**src/rtl/neuron_accum.sv**
```systemverilog
// neuron_accum: serial float32 accumulator with bias and step activation.
// Products arrive one at a time over a valid/ready handshake. Each one is
// added to the running sum (the bias seeds the sum on the first product)
// through a fixed-latency pipelined float adder. After NUM_IN products the
// sum and its fire decision are held until the downstream accepts them.
// fp_adder is a bit-compatible stand-in for the IP: round-to-nearest-even,
// subnormals supported, NaN/Inf handled in the usual IEEE way.

module fp_adder #(
   parameter int LAT = 7
) (
   input  logic        clock,
   input  logic [31:0] dataa,
   input  logic [31:0] datab,
   output logic [31:0] result
);
   logic [31:0] sum_d;
   logic [31:0] pipe_q [LAT];

   logic        a_ge, a_nan, b_nan, a_inf, b_inf, sticky, up;
   logic [31:0] big, sml;
   logic [7:0]  e_big, e_sml, d, exp_f;
   logic [23:0] sig_big, sig_sml;
   logic [27:0] ext_big, ext_sml, sh_sml, raw;
   logic [26:0] norm;
   logic [9:0]  exp_w;
   logic [4:0]  lz, shamt;
   logic [24:0] rnd;
   logic [22:0] mant;

   // Position of the leading one, counted from bit 26; 27 when all zero.
   function automatic logic [4:0] lzc27(input logic [26:0] v);
      logic [4:0] n;
      logic       found;
      n     = 5'd27;
      found = 1'b0;
      for (int i = 26; i >= 0; i--) begin
         if (!found && v[i]) begin
            n     = 5'(26 - i);
            found = 1'b1;
         end
      end
      return n;
   endfunction

   // Align, add/subtract, normalise, round; specials override the result.
   always_comb begin
      a_nan   = (dataa[30:23] == 8'hFF) && (dataa[22:0] != 23'd0);
      b_nan   = (datab[30:23] == 8'hFF) && (datab[22:0] != 23'd0);
      a_inf   = (dataa[30:23] == 8'hFF) && (dataa[22:0] == 23'd0);
      b_inf   = (datab[30:23] == 8'hFF) && (datab[22:0] == 23'd0);
      a_ge    = (dataa[30:0] >= datab[30:0]);
      big     = a_ge ? dataa : datab;
      sml     = a_ge ? datab : dataa;
      // Subnormals use exponent 1 without the hidden bit.
      e_big   = (big[30:23] == 8'd0) ? 8'd1 : big[30:23];
      e_sml   = (sml[30:23] == 8'd0) ? 8'd1 : sml[30:23];
      sig_big = {(big[30:23] != 8'd0), big[22:0]};
      sig_sml = {(sml[30:23] != 8'd0), sml[22:0]};
      d       = e_big - e_sml;
      ext_big = {1'b0, sig_big, 3'b000};
      ext_sml = {1'b0, sig_sml, 3'b000};
      if (d >= 8'd28) begin
         sh_sml = 28'd0;
         sticky = |sig_sml;
      end else begin
         sh_sml = ext_sml >> d;
         sticky = |(ext_sml & ((28'd1 << d) - 28'd1));
      end
      sh_sml[0] = sh_sml[0] | sticky;
      raw   = (big[31] ^ sml[31]) ? (ext_big - sh_sml) : (ext_big + sh_sml);
      exp_w = {2'b00, e_big};
      lz    = 5'd0;
      shamt = 5'd0;
      if (raw[27]) begin
         norm  = {raw[27:2], raw[1] | raw[0]};
         exp_w = exp_w + 10'd1;
      end else begin
         norm = raw[26:0];
         lz   = lzc27(norm);
         // Stop shifting at the subnormal boundary.
         if ({5'd0, lz} < exp_w) shamt = lz;
         else                    shamt = exp_w[4:0] - 5'd1;
         norm  = norm << shamt;
         exp_w = exp_w - {5'd0, shamt};
      end
      up  = norm[2] & (norm[1] | norm[0] | norm[3]);
      rnd = {1'b0, norm[26:3]} + {24'd0, up};
      if (rnd[24]) begin
         exp_w = exp_w + 10'd1;
         exp_f = exp_w[7:0];
         mant  = 23'd0;
      end else begin
         exp_f = rnd[23] ? exp_w[7:0] : 8'd0;
         mant  = rnd[22:0];
      end
      if (a_nan)                                       sum_d = dataa | 32'h0040_0000;
      else if (b_nan)                                  sum_d = datab | 32'h0040_0000;
      else if (a_inf && b_inf && (dataa[31] != datab[31])) sum_d = 32'h7FC0_0000;
      else if (a_inf)                                  sum_d = dataa;
      else if (b_inf)                                  sum_d = datab;
      else if (raw == 28'd0)                           sum_d = {big[31] & sml[31], 31'd0};
      else if (exp_w >= 10'd255)                       sum_d = {big[31], 8'hFF, 23'd0};
      else                                             sum_d = {big[31], exp_f, mant};
   end

   // Fixed-latency delay line: result lags the operands by LAT edges.
   always_ff @(posedge clock) begin
      pipe_q[0] <= sum_d;
      for (int i = 1; i < LAT; i++) pipe_q[i] <= pipe_q[i-1];
   end

   assign result = pipe_q[LAT-1];
endmodule

module neuron_accum #(
   parameter int NUM_IN  = 2,
   parameter int ADD_LAT = 7
) (
   input  logic        iCLK,
   input  logic        iRST_N,
   input  logic [31:0] iDATA,
   input  logic        iVALID,
   output logic        oREADY,
   input  logic [31:0] iBIAS,
   output logic [31:0] oSUM,
   output logic        oFIRE,
   output logic        oVALID,
   input  logic        iREADY
);
   localparam int CW = $clog2(NUM_IN + 1);
   localparam int WW = $clog2(ADD_LAT + 1);

   localparam logic [1:0] S_IDLE = 2'd0;
   localparam logic [1:0] S_WAIT = 2'd1;
   localparam logic [1:0] S_DONE = 2'd2;

   logic [1:0]    state_q, state_d;
   logic [31:0]   acc_q, acc_d;
   logic [CW-1:0] cnt_q, cnt_d, cnt_inc;
   logic [WW-1:0] wcnt_q, wcnt_d;
   logic [31:0]   opa_q, opa_d;
   logic [31:0]   opb_q, opb_d;
   logic          fire_q, fire_d;
   logic [31:0]   add_result;

   // Positive, non-zero and not NaN; +Inf fires.
   function automatic logic step(input logic [31:0] x);
      return !x[31] && (x[30:0] != 31'd0) &&
             !((x[30:23] == 8'hFF) && (x[22:0] != 23'd0));
   endfunction

   fp_adder #(.LAT(ADD_LAT)) u_add (
      .clock  (iCLK),
      .dataa  (opa_q),
      .datab  (opb_q),
      .result (add_result)
   );

   assign cnt_inc = cnt_q + CW'(1);

   // Next-state: accept a product, wait out the adder, then present the result.
   always_comb begin
      state_d = state_q;
      acc_d   = acc_q;
      cnt_d   = cnt_q;
      wcnt_d  = wcnt_q;
      opa_d   = opa_q;
      opb_d   = opb_q;
      fire_d  = fire_q;
      case (state_q)
         S_IDLE: begin
            if (iVALID) begin
               // Bias seeds the sum only on the first product of a sample.
               opa_d   = (cnt_q == '0) ? iBIAS : acc_q;
               opb_d   = iDATA;
               wcnt_d  = WW'(ADD_LAT);
               state_d = S_WAIT;
            end
         end
         S_WAIT: begin
            if (wcnt_q == '0) begin
               acc_d = add_result;
               cnt_d = cnt_inc;
               if (cnt_inc == CW'(NUM_IN)) begin
                  fire_d  = step(add_result);
                  state_d = S_DONE;
               end else begin
                  state_d = S_IDLE;
               end
            end else begin
               wcnt_d = wcnt_q - WW'(1);
            end
         end
         S_DONE: begin
            if (iREADY) begin
               cnt_d   = '0;
               fire_d  = 1'b0;
               state_d = S_IDLE;
            end
         end
         default: state_d = S_IDLE;
      endcase
   end

   // State and datapath registers; reset discards any partial sample.
   always_ff @(posedge iCLK or negedge iRST_N) begin
      if (!iRST_N) begin
         state_q <= S_IDLE;
         acc_q   <= 32'd0;
         cnt_q   <= '0;
         wcnt_q  <= '0;
         opa_q   <= 32'd0;
         opb_q   <= 32'd0;
         fire_q  <= 1'b0;
      end else begin
         state_q <= state_d;
         acc_q   <= acc_d;
         cnt_q   <= cnt_d;
         wcnt_q  <= wcnt_d;
         opa_q   <= opa_d;
         opb_q   <= opb_d;
         fire_q  <= fire_d;
      end
   end

   assign oREADY = (state_q == S_IDLE);
   assign oVALID = (state_q == S_DONE);
   assign oSUM   = acc_q;
   assign oFIRE  = fire_q;
endmodule

```
**config.mk**
```make
export PLATFORM = sky130hd
export DESIGN_NAME = neuron_accum
export DESIGN_NICKNAME = d
export VERILOG_FILES = /design/src/rtl/neuron_accum.sv
export SDC_FILE = /design/constraint.sdc
export NUM_CORES = 1
export LEC_CHECK = 0
export CELL_PAD_IN_SITES_DETAIL_PLACEMENT = 2
export CELL_PAD_IN_SITES_GLOBAL_PLACEMENT = 2
export CORE_MARGIN = 4
export CORE_UTILIZATION = 35
export CTS_BUF_LIST = sky130_fd_sc_hd__clkbuf_2
export DETAILED_ROUTE_END_ITERATION = 6
export PLACE_DENSITY = 0.75
export SLEW_MARGIN = 20
export SYNTH_ARGS = -nofsm -noshare
export SYNTH_HDL_FRONTEND = slang
export SYNTH_SLANG_ARGS = --single-unit
```
**constraint.sdc**
```tcl
create_clock -name iCLK -period 39 [get_ports iCLK]
set_input_delay 3.9 -clock iCLK [delete_from_list [all_inputs] [get_ports iCLK]]
set_output_delay 3.9 -clock iCLK [all_outputs]
set_load 0.01 [all_outputs]
```
==> flow_metrics.tcl, run 1 <==
set metrics [dict create \
    status "completed" \
    crit_path_end_kind "flip-flop" \
    cts_root_buffer "clkbuf_2" \
    synthArstFlopShare_pct 31.7 \
    grt_pass1_wl_mm 156 \
    ant_nets 0 \
    synth_edf_count 0 \
    grt_util_all_layers_pct 30.5 \
    wl_per_cell_um 29.1 \
    grt_setup_unrepaired "false" \
    synth.distinct_cells 114 \
    netlist_instances 2650 \
    holdWs_ns 0.281 \
    holdPathEnd "u_add.pipe_q[4][13]$_DFF_P_" \
    grt_pass1_vias 23600 \
    worstMarginPinSlew_ns 1.14 \
    post-dp-hpwl_mm 80.7 \
    period_minus_slack_ns 20.17 \
    yosys.area.top_type_share_pct 20.6 \
    ctsHtreeMaxLevel 3 \
    drv_slew 0 \
    rows 91 \
    synth-seq-cells 328 \
    maxSlewHeadroom_pct 23.2 \
    reg2reg_slack_ns 18.83 \
    synthTopCellsByCount "nand2_1 (272), nor2_1 (235), a21oi_1 (230)" \
    fin_nets 2881 \
    areaGrowthSynthToFinish_pct 11.0 \
    hold_buffers 0 \
    portBuffers 102 \
    reg2reg_depth 58 \
    cts.sinks 328 \
    synth.area.top_cells "dfxtp_1 (21%), dfrtp_1 (12%), ha_1 (6.0%), a21oi_1 (5.3%), nand2_1 (4.7%)" \
    setup_tns_ns 0 \
    cts_setup_buffers 0 \
    utilization_pct 39.2 \
    antenna_found_initial 4 \
    yosysWarnings 0 \
    cts_resized 0 \
    drt_iter0_drc 1730 \
    synth.cell_area_um2 21800 \
    crit_arrival_ns 20.95 \
    die_height_um 257 \
    fp.dieW_um 257 \
    synth.most_common_cell "nand2_1" \
    cap_violations 0 \
    clk_pin_slew_worst_paths_ns 0.12 \
    synth-main-ff-cell "dfxtp_1" \
    worst-path-max-fanout 70 \
    initial_utilization_pct 35.3 \
    finalCritPeriodShare_pct 51.7 \
    drive_above_1_share_pct 11.0 \
    n_fill_cell 7018 \
    die_area_um2 66300 \
    clock_skew_ns 0.0864 \
    start_kind "flip-flop" \
    r2r_start "opb_q[25]$_DFFE_PN0P_" \
    wl_mm 105 \
    drtPass1Iterations 7 \
    critPathRequiredTime_ns 39.78 \
    core_area_um2 61700 \
    seq_area_frac_synth_pct 32.5 \
    avgSynthCellArea_um2 8.22 \
    pin_count 103 \
    rr_endpoint "u_add.pipe_q[0][9]$_DFF_P_" \
    vias 22100 \
    multi_input_area_um2 13600 \
    fmax_mhz 49.6 \
    clockBufferDepth 3 \
    insertion_delay_ns 0.98 \
    regArea_um2 7090 \
    cp_slowest_cell "o32ai_1" \
    cts_tree "done" \
    crit_type "reg2reg" \
    synth_top_area_cell "dfxtp_1" \
    overflow 0 \
    grt_max_degree 75 \
    syn-num-nets 2826 \
    cts_made_buffers 76 \
    drc 0 \
    hp-class "reg2reg" \
    hold_depth 0 \
    viasPerCell 6.11 \
    gp_congestion 0.938 \
    max_stage_delay_ns 0.72 \
    finalHoldViolCount 0 \
    hp-start "u_add.pipe_q[3][13]$_DFF_P_" \
    setup_viol 0 \
]
-- flip-flops by register name, indices dropped and copies added (netlist names) --
| signal | count |
|---|---|
| u_add.pipe_q | 224 |
| oFIRE | 1 |
| oSUM | 32 |
| wcnt_q | 3 |
| opb_q | 32 |
| cnt_q | 2 |
| opa_q | 32 |
| state_q | 2 |
-- metrics by stage --
stage	cell area, um^2	std cells	setup WS [ns]
6_report	24200	3610	18.83
5_1_grt	24200	3610	17.53
4_1_cts	24200	3605	19.18
3_5_place_dp	23400	3464	19.23
3_3_place_gp	23400	3464	19.92
2_1_floorplan	21800	2650	23.02
-- logic make-up after synthesis --
logic type | synth area share (%)
muxes | 8.80
DFF | 32.5
AOI/OAI and AO/OA | 24.9
xor gates and xnor gates | 2.37
adders and majority gates | 6.44
and+or+nand+nor | 19.5
buffers and inverters | 5.48
-- final cells by class --
type	count	area share, %
diodes	5	0.0517
clock inverters	31	0.683
clock buffers	110	2.28
multi-input cells	2037	56.1
inverters	126	1.96
well taps	837	4.33
flip-flops and latches	328	29.3
repair buffers	136	5.28
-- worst max-delay path by stage --
stage | start | endpoint | slack (ns) | depth (start not counted)
after floorplan | opb_q[25]$_DFFE_PN0P_ | u_add.pipe_q[0][3]$_DFF_P_ | 23.02 | 82
after global placement | opb_q[25]$_DFFE_PN0P_ | u_add.pipe_q[0][2]$_DFF_P_ | 19.92 | 64
after detailed placement | opb_q[25]$_DFFE_PN0P_ | u_add.pipe_q[0][2]$_DFF_P_ | 19.23 | 61
after CTS | opb_q[25]$_DFFE_PN0P_ | u_add.pipe_q[0][2]$_DFF_P_ | 19.18 | 61
after global routing | opb_q[25]$_DFFE_PN0P_ | u_add.pipe_q[0][2]$_DFF_P_ | 17.53 | 61
final | opb_q[25]$_DFFE_PN0P_ | u_add.pipe_q[0][9]$_DFF_P_ | 18.83 | 58
-- metal layers --
layer  GRT usage [%]  part of all wire (%)  vias to the layer above
li1                -                     -                     9832
met1            39.5                    43                    11400
met2            52.9                    49                      686
met3            4.02                   5.0                      183
met4            9.93                   3.5                        4
met5               0                 0.026                        -
-- worst max-delay path, delay by kind of cell, from the launching register on --
kind,cells,cell delay (ns)
buffers and inverters,5,1.59
AOI/OAI and AO/OA,18,6.25
and+or+nand+nor,26,8.87
DFF,1,0.61
muxes,1,0.13
adders and majority gates,7,2.11
xor gates and xnor gates,1,0.39
-- cell usage in the layout (no fill, tap or decap), types with 17 or more instances in the layout --
cell type,count
nand2_1,271
nor2_1,234
a21oi_1,230
dfxtp_1,224
o21ai_0,166
inv_1,123
clkbuf_2,110
dfrtp_1,104
ha_1,102
clkdlybuf4s50_1,101
mux2i_1,98
nand3_1,72
nor3_1,67
mux2_2,51
xnor2_1,42
a31oi_1,35
buf_4,34
a211oi_1,33
nand4_1,32
a21o_1,30
o31ai_1,28
nor4_1,27
and2_1,24
o211ai_1,24
o21bai_1,24
or3_1,22
and3_1,21
clkinv_1,19
nand2b_1,19
o21ai_1,18
o21a_1,17
a22oi_1,17
Power of run 1 is not shown: default switching activity piles up to over one toggle a cycle in this logic, so the estimate is an artifact.
==> run 2, diff against run 1 <==
==> constraint.sdc (replaced) <==
create_clock -name iCLK -period 19 [get_ports iCLK]
set_input_delay 1.9 -clock iCLK [delete_from_list [all_inputs] [get_ports iCLK]]
set_output_delay 1.9 -clock iCLK [all_outputs]
set_load 0.01 [all_outputs]
==> run 2 against run 1 <==
Effect of this change: worst hold slack got worse by 0.016 ns; cell area up 1.7%; worst setup slack worse by 18 ns; first-iteration DRC count is 3.9% higher; cell count rose by 0.80%; non-clock buffer count grew 35; flip-flop and latch count stayed put; critical path type unchanged.
==> flow_metrics.tcl, run 2 (synthesized netlist as in run 1, its figures left out) <==
set metrics [dict create \
    status "completed" \
    multi_input_area_um2 13700 \
    crit_arrival_ns 18.80 \
    rows 91 \
    maxSlewHeadroom_pct 16.4 \
    grt_max_degree 78 \
    antenna_found_initial 4 \
    core_area_um2 61700 \
    period_minus_slack_ns 17.95 \
    fmax_mhz 55.7 \
    finalHoldViolCount 0 \
    portBuffers 102 \
    cp_slowest_cell "nor4b_2" \
    critPathRequiredTime_ns 19.85 \
    viasPerCell 6.17 \
    regArea_um2 7090 \
    holdWs_ns 0.265 \
    gp_congestion 0.997 \
    final_common_cell "nand2_1" \
    largest_reg_flops 224 \
    setup_viol 0 \
    cts_tree "done" \
    die_area_um2 66300 \
    wl_per_cell_um 29.4 \
    initial_utilization_pct 35.3 \
    grt_pass1_vias 24100 \
    drt_iter0_drc 1798 \
    fin_nets 2916 \
    clockBufferDepth 3 \
    grt_util_all_layers_pct 31.0 \
    grt_pass1_wl_mm 159 \
    largest-register "u_add.pipe_q" \
    cts_made_buffers 76 \
    die_height_um 257 \
    hp-class "reg2reg" \
    overflow 0 \
    finalCritPeriodShare_pct 94.5 \
    fp.dieW_um 257 \
    vias 22400 \
    insertion_delay_ns 1.02 \
    reg2reg_slack_ns 1.05 \
    wl_mm 107 \
    post-dp-hpwl_mm 81.3 \
    drc 0 \
    ctsHtreeMaxLevel 3 \
    layout_common_cells "nand2_1 (270), nor2_1 (234), a21oi_1 (229)" \
    pin_count 103 \
    worstMarginPinSlew_ns 1.24 \
    clock_skew_ns 0.147 \
    drtPass1Iterations 5 \
    areaGrowthSynthToFinish_pct 12.9 \
    n_fill_cell 6977 \
    cts_root_buffer "clkbuf_2" \
    max_stage_delay_ns 0.78 \
    cts.sinks 328 \
    hold_buffers 0 \
    crit_path_end_kind "flip-flop" \
    start_kind "flip-flop" \
    worst-path-max-fanout 16 \
    clk_pin_slew_worst_paths_ns 0.14 \
    cap_violations 0 \
    crit_type "reg2reg" \
    setup_tns_ns 0 \
    drive_above_1_share_pct 12.7 \
    drv_slew 0 \
    ant_nets 0 \
]
run 2: changes by cell type in the layout (fill, tap and decap cells not counted), moves of 2 or more:
cell	delta
buf_4	+35
bufinv_16	+3
clkinv_1	-8
clkinv_4	-2
diode_2	-2
nor3_1	-3
nor3_2	+2
o21ai_0	-2
o21ai_2	+2
run 2: what timing repair did:
item                       in CTS  in global routing
setup buffers                   0                  2
hold endpoints to repair        0                  0
gates resized for setup         0                 21
setup endpoints to repair       0                 31
run 2: routing by layer:
metal | vias up | global-route usage, % | wire length, um | part of all wire, %
met5 | - | 0 | 16 | 0.015
met4 | 2 | 11.5 | 4350 | 4.1
met3 | 197 | 4.29 | 5800 | 5.4
met2 | 742 | 54.3 | 51900 | 48
met1 | 11600 | 39.0 | 45000 | 42
li1 | 9916 | - | - | -
run 2: cell type report:
class / instances / area share (%)
Clock buffer: 111 / 2.26
Timing Repair Buffer: 171 / 6.26
Clock inverter: 26 / 0.860
Sequential cell: 328 / 28.8
Antenna cell: 3 / 0.0305
Inverter: 126 / 1.94
Tap cell: 837 / 4.26
Multi-Input combinational cell: 2037 / 55.6
run 2: through the flow:
step                      std cells  util, %  cell area [um^2]  setup WS, ns
final                          3639     39.9             24600          1.05
after global routing           3637     39.9             24600       -0.0132
after CTS                      3634     39.6             24500         0.210
after detailed placement       3497     38.4             23700         0.394
after global placement         3497     38.4             23700          1.14
after floorplan                2650        -             21800          3.02
run 2: worst paths after layout:
check                                             from                           to  cells after the start
setup / recovery                 opb_q[25]$_DFFE_PN0P_   u_add.pipe_q[0][9]$_DFF_P_                     65
min in group asynchronous                       iRST_N        opb_q[31]$_DFFE_PN0P_                      1
setup reg to reg                 opb_q[25]$_DFFE_PN0P_   u_add.pipe_q[0][9]$_DFF_P_                     65
max in group asynchronous                       iRST_N         oSUM[27]$_DFFE_PN0P_                      2
hold reg to reg            u_add.pipe_q[4][19]$_DFF_P_  u_add.pipe_q[5][19]$_DFF_P_                      0
hold / removal             u_add.pipe_q[4][19]$_DFF_P_  u_add.pipe_q[5][19]$_DFF_P_                      0
run 2: critical path: cells and delay by family (launching register included):
kind	cells	cell delay (ns)
buf+inv	9	1.70
simple gates	21	6.47
compound gates	25	6.04
fa+ha+maj	7	2.16
mux	3	0.83
flops	1	0.56
Power of run 2 is left out for the same reason.
